--- src/rtl/disp_packet_buffer.sv ---
// -----------------------------------------------------------------------------
// disp_packet_buffer
//
// Result-packet FIFO feeding the DISPLAY stage. Packets leaving the processor
// ring are captured over an IN_SEND/IN_ACK handshake and held in a DEPTH-entry
// register FIFO. The oldest packet and the occupancy are shown to DISPLAY.
// A debounced press of the NEXT_SW push-button retires the head packet.
//
// Parameters:
//   DEPTH       FIFO entries, power of two, 2..16
//   DEB_CYCLES  consecutive stable synchronized samples to accept a button
//               level change (>= 2)
//
// Ports:
//   CLK         clock, rising edge
//   RST         asynchronous active-low reset
//   IN_SEND     upstream packet valid (level)
//   IN_PACKET   38-bit packet, stored unmodified
//   IN_ACK      buffer accepts IN_PACKET this cycle
//   NEXT_SW     raw bouncy push-button, 1 = pressed
//   PACKET_OUT  head packet, zero when empty
//   PC          occupancy 0..DEPTH
//   EMPTY       PC == 0
//   OVF         sticky overflow flag (only in drop-oldest build)
//
// Build option:
//   DISP_BUF_DROP_OLDEST_EN  when defined, IN_ACK is always 1 and a push into
//                            a full buffer overwrites the oldest entry and sets
//                            OVF. When undefined, a full buffer backpressures
//                            and OVF is tied to 0.
// -----------------------------------------------------------------------------
module disp_packet_buffer #(
  parameter int DEPTH      = 16,
  parameter int DEB_CYCLES = 4
) (
  input  logic        CLK,
  input  logic        RST,
  input  logic        IN_SEND,
  input  logic [37:0] IN_PACKET,
  output logic        IN_ACK,
  input  logic        NEXT_SW,
  output logic [37:0] PACKET_OUT,
  output logic [4:0]  PC,
  output logic        EMPTY,
  output logic        OVF
);

  localparam int DATA_W = 38;
  localparam int AW     = (DEPTH > 1) ? $clog2(DEPTH) : 1;
  localparam int DCW    = (DEB_CYCLES > 1) ? $clog2(DEB_CYCLES) : 1;
  localparam logic [4:0]     FULL_CNT = 5'(DEPTH);
  localparam logic [DCW-1:0] DC_LAST  = DCW'(DEB_CYCLES - 1);

  logic [DATA_W-1:0] mem [DEPTH];
  logic [AW-1:0]     wp;
  logic [AW-1:0]     rp;
  logic [4:0]        cnt;

  logic              s1;
  logic              s2;
  logic              deb;
  logic              deb_q;
  logic [DCW-1:0]    dc;

  logic              pop_pulse;
  logic              full;
  logic              nonempty;
  logic              push;
  logic              pop;
  logic              overwrite;

  // ---- button: synchronizer -> debouncer -> rising-edge detect ----
  always_ff @(posedge CLK or negedge RST) begin
    if (!RST) begin
      s1    <= 1'b0;
      s2    <= 1'b0;
      deb   <= 1'b0;
      deb_q <= 1'b0;
      dc    <= '0;
    end else begin
      s1    <= NEXT_SW;
      s2    <= s1;
      deb_q <= deb;
      // dc counts consecutive synchronized samples that disagree with deb;
      // any agreeing sample restarts the count, so bounces never accumulate.
      if (s2 == deb) begin
        dc <= '0;
      end else if (dc == DC_LAST) begin
        deb <= s2;
        dc  <= '0;
      end else begin
        dc <= dc + DCW'(1);
      end
    end
  end

  // Press edges only; a release edge never retires a packet.
  assign pop_pulse = deb & ~deb_q;

  // ---- FIFO control ----
  assign full     = (cnt == FULL_CNT);
  assign nonempty = (cnt != 5'd0);

`ifdef DISP_BUF_DROP_OLDEST_EN
  assign IN_ACK    = 1'b1;
  assign overwrite = IN_SEND & full;
`else
  assign IN_ACK    = ~full;
  assign overwrite = 1'b0;
`endif

  assign push = IN_SEND & IN_ACK;
  // A pop needs data present at this edge (a push into an empty buffer does
  // not count) and yields to an overwrite, which already advances rp.
  assign pop  = pop_pulse & nonempty & ~overwrite;

  always_ff @(posedge CLK or negedge RST) begin
    if (!RST) begin
      wp  <= '0;
      rp  <= '0;
      cnt <= 5'd0;
    end else begin
      if (push) begin
        wp <= wp + AW'(1);
      end
      if (pop || overwrite) begin
        rp <= rp + AW'(1);
      end
      // An overwrite keeps cnt at DEPTH; push and pop together cancel.
      case ({push & ~overwrite, pop})
        2'b10:   cnt <= cnt + 5'd1;
        2'b01:   cnt <= cnt - 5'd1;
        default: cnt <= cnt;
      endcase
    end
  end

  // ---- storage (data only, no reset) ----
  always_ff @(posedge CLK) begin
    if (push) begin
      mem[wp] <= IN_PACKET;
    end
  end

`ifdef DISP_BUF_DROP_OLDEST_EN
  logic ovf_r;

  always_ff @(posedge CLK or negedge RST) begin
    if (!RST) begin
      ovf_r <= 1'b0;
    end else if (overwrite) begin
      ovf_r <= 1'b1;
    end
  end

  assign OVF = ovf_r;
`else
  assign OVF = 1'b0;
`endif

  // ---- outputs to DISPLAY ----
  assign PACKET_OUT = nonempty ? mem[rp] : '0;
  assign PC         = cnt;
  assign EMPTY      = ~nonempty;

endmodule

--- config.mk ---
export PLATFORM = sky130hd
export DESIGN_NAME = disp_packet_buffer
export DESIGN_NICKNAME = d
export VERILOG_FILES = /design/src/rtl/disp_packet_buffer.sv
export SDC_FILE = /design/constraint.sdc
export NUM_CORES = 1
export LEC_CHECK = 0
export ABC_AREA = 1
export BUFFER_PORTS_ARGS = -buffer_cell sky130_fd_sc_hd__buf_2
export CORE_MARGIN = 2
export CORE_UTILIZATION = 56
export CTS_CLUSTER_DIAMETER = 120
export CTS_CLUSTER_SIZE = 8
export DETAILED_ROUTE_END_ITERATION = 12
export PLACE_DENSITY = 0.76
export RECOVER_POWER = 100
export REMOVE_ABC_BUFFERS = 1
export SYNTH_ARGS = -nofsm -noshare
export SYNTH_HDL_FRONTEND = slang
export SYNTH_SLANG_ARGS = --single-unit
export TNS_END_PERCENT = 10
--- constraint.sdc ---
create_clock -name CLK -period 3.7 [get_ports CLK]
set_input_delay 0.74 -clock CLK [delete_from_list [all_inputs] [get_ports CLK]]
set_output_delay 0.74 -clock CLK [all_outputs]
set_load 0.01 [all_outputs]
# After elaboration in Yosys (flattened, before gate mapping)
# Memory sizes are Yosys's and may differ from the RTL's.
# Cells that the tools add are included.
[word_totals]
ramBits = 608
ff_bits = 19
input_bits = 42
out_inout_bits = 46
mem_count = 1
wordCells = 35
[mem_list]
columns = ["name", "words", "width", "rd", "rd_clocked_by_memory_dff", "write_ports", "line", "rtl"]
rows = [
  ["mem", 16, 38, 1, 0, 1, "54", "logic [DATA_W-1:0] mem [DEPTH];"],
]
[classes]
add_sub_neg = 5
reduce_logical = 3
mux = 6
n_eq_ne = 5
bitwise = 7
[ops]
columns = ["op", "count"]
rows = [
  ["two-way mux 38 bit", 1],
  ["case mux 5 bit (2 select lines)", 1],
  ["adder 4 x 1 -> 4 bit (second input constant)", 2],
  ["adder 5 x 1 -> 5 bit (second input constant)", 1],
  ["== test 5 bit (second input constant)", 1],
  ["nonzero test 5 bit", 1],
  ["subtractor 5 x 1 -> 5 bit (second input constant)", 1],
  ["== test 2 bit (second input constant)", 2],
  ["two-way mux 2 bit", 2],
  ["NOT 1 bit", 4],
  ["AND 1 bit", 3],
  ["adder 2 x 1 -> 2 bit (second input constant)", 1],
  ["== test 2 x 1 -> 1 bit (second input constant)", 1],
  ["two-way mux 1 bit", 2],
  ["AND reduction 2 bit", 1],
  ["nonzero test 2 bit", 1],
  ["== test 1 bit", 1],
]

# Depth between registers and ports, before layout
[logic_depth]
ltp_word = 5
mapped_depth = 15
depth_no_buf = 15

# Least setup slack after synthesis
# Ideal clock, no wire load.
[synth_timing]
path_type = "flip-flop to flip-flop"
startpoint = "register cnt[1], in the netlist PC[1]"
endpoint = "memory mem[11][0], enable pin"
arrival_ns = 3.534
period_less_slack_ns = 4.015
required_ns = 3.219
setup_ns = 0.481
slack_ns = -0.315
path_stages_with_launch = 5
path_buffers = 0
cell_sequence = "dfrtp_1 -> inv_1 -> nand4_1 -> nand3_1 -> nor3_1"
[synth_via]
elab_chain_cells = 5
[synth_rtl]
columns = ["item", "line", "rtl"]
rows = [
  ["start: declaration", "57", "logic [4:0] cnt;"],
  ["start signal: assignment", "131", "2'b10: cnt <= cnt + 5'd1;"],
  ["start signal: assignment", "132", "2'b01: cnt <= cnt - 5'd1;"],
  ["start signal: assignment", "133", "default: cnt <= cnt;"],
  ["== test 5 bit", "101", "assign full = (cnt == FULL_CNT);"],
  ["NOT 1 bit", "108", "assign IN_ACK = ~full;"],
  ["named net IN_ACK", "40", "output logic IN_ACK,"],
  ["AND 1 bit", "112", "assign push = IN_SEND & IN_ACK;"],
  ["two-way mux 1 bit", "140", "if (push) begin"],
  ["two-way mux 1 bit (implied by the code)", "141", "mem[wp] <= IN_PACKET;"],
  ["end: declaration", "54", ""],
]
# The timed path passes the listed nets, and every way through them passes these cells.

# Worst setup path after layout
[layout_timing]
startpoint = "register rp[0]"
endpoint = "output port PACKET_OUT[8]"
[layout_via]
elab_chain_cells = 2
[layout_rtl]
columns = ["item", "line", "rtl"]
rows = [
  ["start: declaration", "56", "logic [AW-1:0] rp;"],
  ["start signal: assignment", "127", "rp <= rp + AW'(1);"],
  ["memory (16 x 38 bit)", "--", ""],
  ["two-way mux 38 bit", "162", "assign PACKET_OUT = nonempty ? mem[rp] : '0;"],
  ["end: declaration", "42", "output logic [37:0] PACKET_OUT,"],
]
# No other way between the ends.

==> metrics.cfg <==
[run_status]
outcome = completed

[die]
die_w_um = 217.4
die_area_sq_mm = 0.04728
core-area_sq_mm = 0.04519
chipHeight_um = 217.4
initial_core_util = 0.5646
row_count = 78
ios = 88

[yosys]
async_flop_share = 0.03030
synth.top_cells.by_area = edfxtp_1 72%, nand2_1 12%, nand3_1 9.2%
yosys.area.top_type = edfxtp_1
synth_top_cell_area_share = 0.7156
synth-edff-count = 608
synth_commonest_cells = 794 x nand2_1, 608 x edfxtp_1, 469 x nand3_1
yosysSeqAreaShare = 0.7342
yosys_warnings = 0
synth-main-ff-cell = edfxtp_1
syn_area_per_cell_sq_um = 11.94
post-synth-top-count-cell = nand2_1
synth_cell_type_count = 25
syn_inst = 2136
syn_area_sq_mm = 0.02551
synth_seq_cells = 627

[timing]
setup_slack_ns = 0.1105
slew_headroom = 0.2958
finalSetupViolCount = 0
rsz0062_at_grt = yes
whs_ns = 0.2366
post-route-min-period_ns = 3.590
clock_skew_ns = 0.02630
worst_slew_pin_slew_ns = 1.056
max_freq_ghz = 0.2786
finalCritPeriodShare = 0.9701
maxSlewViolCount = 0
hold_viol = 0

[final_layout]
drive_gt1_frac = 0.09831
nets = 2285
syn_to_final_growth_pct = 13.20

[routing]
firstDrtPassIters = 6
via_per_inst = 5.981
route.detailed.drc = 0
wl_um = 62380
wl_per_cell_um = 21.89
drt-initial-drc-count = 2627
ant_nets = 0
num_vias = 17045

[pwr]
power_leakage_nw = 10.60
ir_worst_vdd_mv = 0.5062
power.density_mw_per_mm2 = 825.2

[worst_setup_path]
cpMaxStageDelayCell = dfrtp_4
startpoint_type = flop
rr_startpoint = PC[0]
end_kind = output port
ff2ff_setup_slack_ns = 0.95
r2r-end = PC[4]
cp_common_cell = nand2_1
max_stage_delay_ns = 0.50
reg2regPathDepth = 13
crit_type = flop to output port
required_ns = 2.96
cp_max_fo = 200
arrival_ns = 2.85
path_cells = buf_16 > nand2_1 > nand3_1 > nand3_1 > nand2_1 > nand2_1 > a21oi_1 > buf_2

[cts]
cts_root_buf = clkbuf_16
post-cts-setup-buffers = 0
insertion_delay_ns = 0.61
cts_hold_buf = 0
tritoncts = yes
ctsResizeCount = 0
cts_buffers = 88
clk_pin_slew_worst_paths_ns = 0.05
clk_path_buf_depth = 3
clock_sinks = 627
htree_levels = 3

[min_path]
hold_end = s1
min_from = NEXT_SW
hold_class = primary input to flop
hold_depth = 1

[placement]
port-buffer-count = 86
hpwl_um = 29730
place.gp.congestion = 0.7975
dpl_worst_slack_ns = 0.7780

[grt]
grt_usage = 0.2664
grt_pass1_vias = 16671
grt_pass1_wl_um = 94830
antenna_found_initial = 4
grt_start_max_net_pins = 201
overflow = 0

[job]
maxCapViolations = 0

==> area by class of cell <==
type	count	area [sq um]
clock inverter	4	33.78
tap	600	750.7
antenna	2	5.005
inverter	20	91.34
timing repair buffer	138	917.1
fill	3190	16310
multi-input combinational	1358	6022
clock buffer	101	2315
sequential	627	18750
==> routing by layer <==
metal	global-route usage	up-vias	wire (um)
met5	0	-	24
met3	0.04937	184	6553
met2	0.4202	1053	29380
met1	0.3679	8162	24360
met4	0.1126	4	2055
li1	-	7642	-
==> where the power goes <==
part | leakage, nW | total (W) | internal (W) | switching (W)
Clock | 1.15 | 0.00704 | 0.00432 | 0.00272
Sequential | 5.72 | 0.00882 | 0.00858 | 0.000244
Combinational | 3.74 | 0.00797 | 0.00239 | 0.00558
==> logic make-up (layout without fill, tap and decap cells) <==
group / after synthesis / after routing / synth area share
AO/OA/AOI/OAI: 48 / 48 / 0.009907
XOR/XNOR: 10 / 10 / 0.003433
adder cells (fa/ha/maj): 10 / 10 / 0.004904
buffers and inverters: 151 / 263 / 0.03443
flip-flops: 627 / 627 / 0.7342
other: 1 / 3 / 0.0001470
AND/OR/NAND/NOR: 1289 / 1289 / 0.2129
==> how the worst max path moves through the flow <==
| stage | depth (start not counted) | end | from | slack, ns |
|---|---|---|---|---|
| after floorplan | 7 | PACKET_OUT[0] | rp[0] | -4.97 |
| after global placement | 8 | PACKET_OUT[0] | rp[0] | 0.80 |
| after detailed placement | 8 | PACKET_OUT[33] | rp[0] | 0.78 |
| after CTS | 8 | PACKET_OUT[0] | rp[0] | 0.12 |
| after global routing | 8 | PACKET_OUT[0] | rp[0] | -0.04 |
| final | 8 | PACKET_OUT[8] | rp[0] | 0.11 |
==> layout by cell type, fill, tap and decap left out <==
cell type	netlist	final
a21o_1	1	1
a21oi_1	38	38
a21oi_2	2	2
buf_12	0	10
buf_16	0	1
buf_2	51	47
buf_4	30	41
clkbuf_1	22	49
clkbuf_16	0	91
clkinv_2	0	1
clkinv_8	0	1
clkinvlp_4	0	1
conb_1	1	1
dfrtp_1	19	15
dfrtp_2	0	1
dfrtp_4	0	3
diode_2	0	2
edfxtp_1	608	608
ha_1	10	10
inv_1	17	16
inv_2	1	1
inv_4	1	1
inv_6	1	3
nand2_1	794	794
nand3_1	469	469
nand4_1	1	1
nor2_1	21	7
nor2_4	0	14
nor3_1	4	1
nor3_2	0	3
o21ai_0	6	6
o21bai_1	1	1
xnor2_1	3	3
xor2_1	7	7
==> flip-flops by register name (all words and copies together), names as in the netlist <==
register / count
PC: 5
dc: 2
deb: 1
deb_q: 1
mem: 608
rp: 4
s1: 1
s2: 1
wp: 4
==> metrics by stage <==
stage / util / TNS, ns / cell area [sq um] / total power [W] / cells
6_report: 0.6391 / 0 / 28880 / 0.02383 / 2850
4_1_cts: 0.6398 / 0 / 28910 / 0.02383 / 2848
2_1_floorplan: - / -235.12 / 24720 / 0.01368 / 2005
5_1_grt: 0.6391 / -0.03564 / 28880 / 0.02501 / 2850
3_3_place_gp: 0.5879 / 0 / 26560 / 0.01657 / 2743
3_5_place_dp: 0.5879 / 0 / 26560 / 0.01675 / 2743
==> worst max-delay path, delay by kind of cell, from the launching register on <==
kind | cells | cell delay (ns)
compound gates | 1 | 0.22
buf+inv | 2 | 0.65
flops | 1 | 0.50
simple gates | 5 | 0.55
Note: power is estimated with default switching activity, not from simulation.
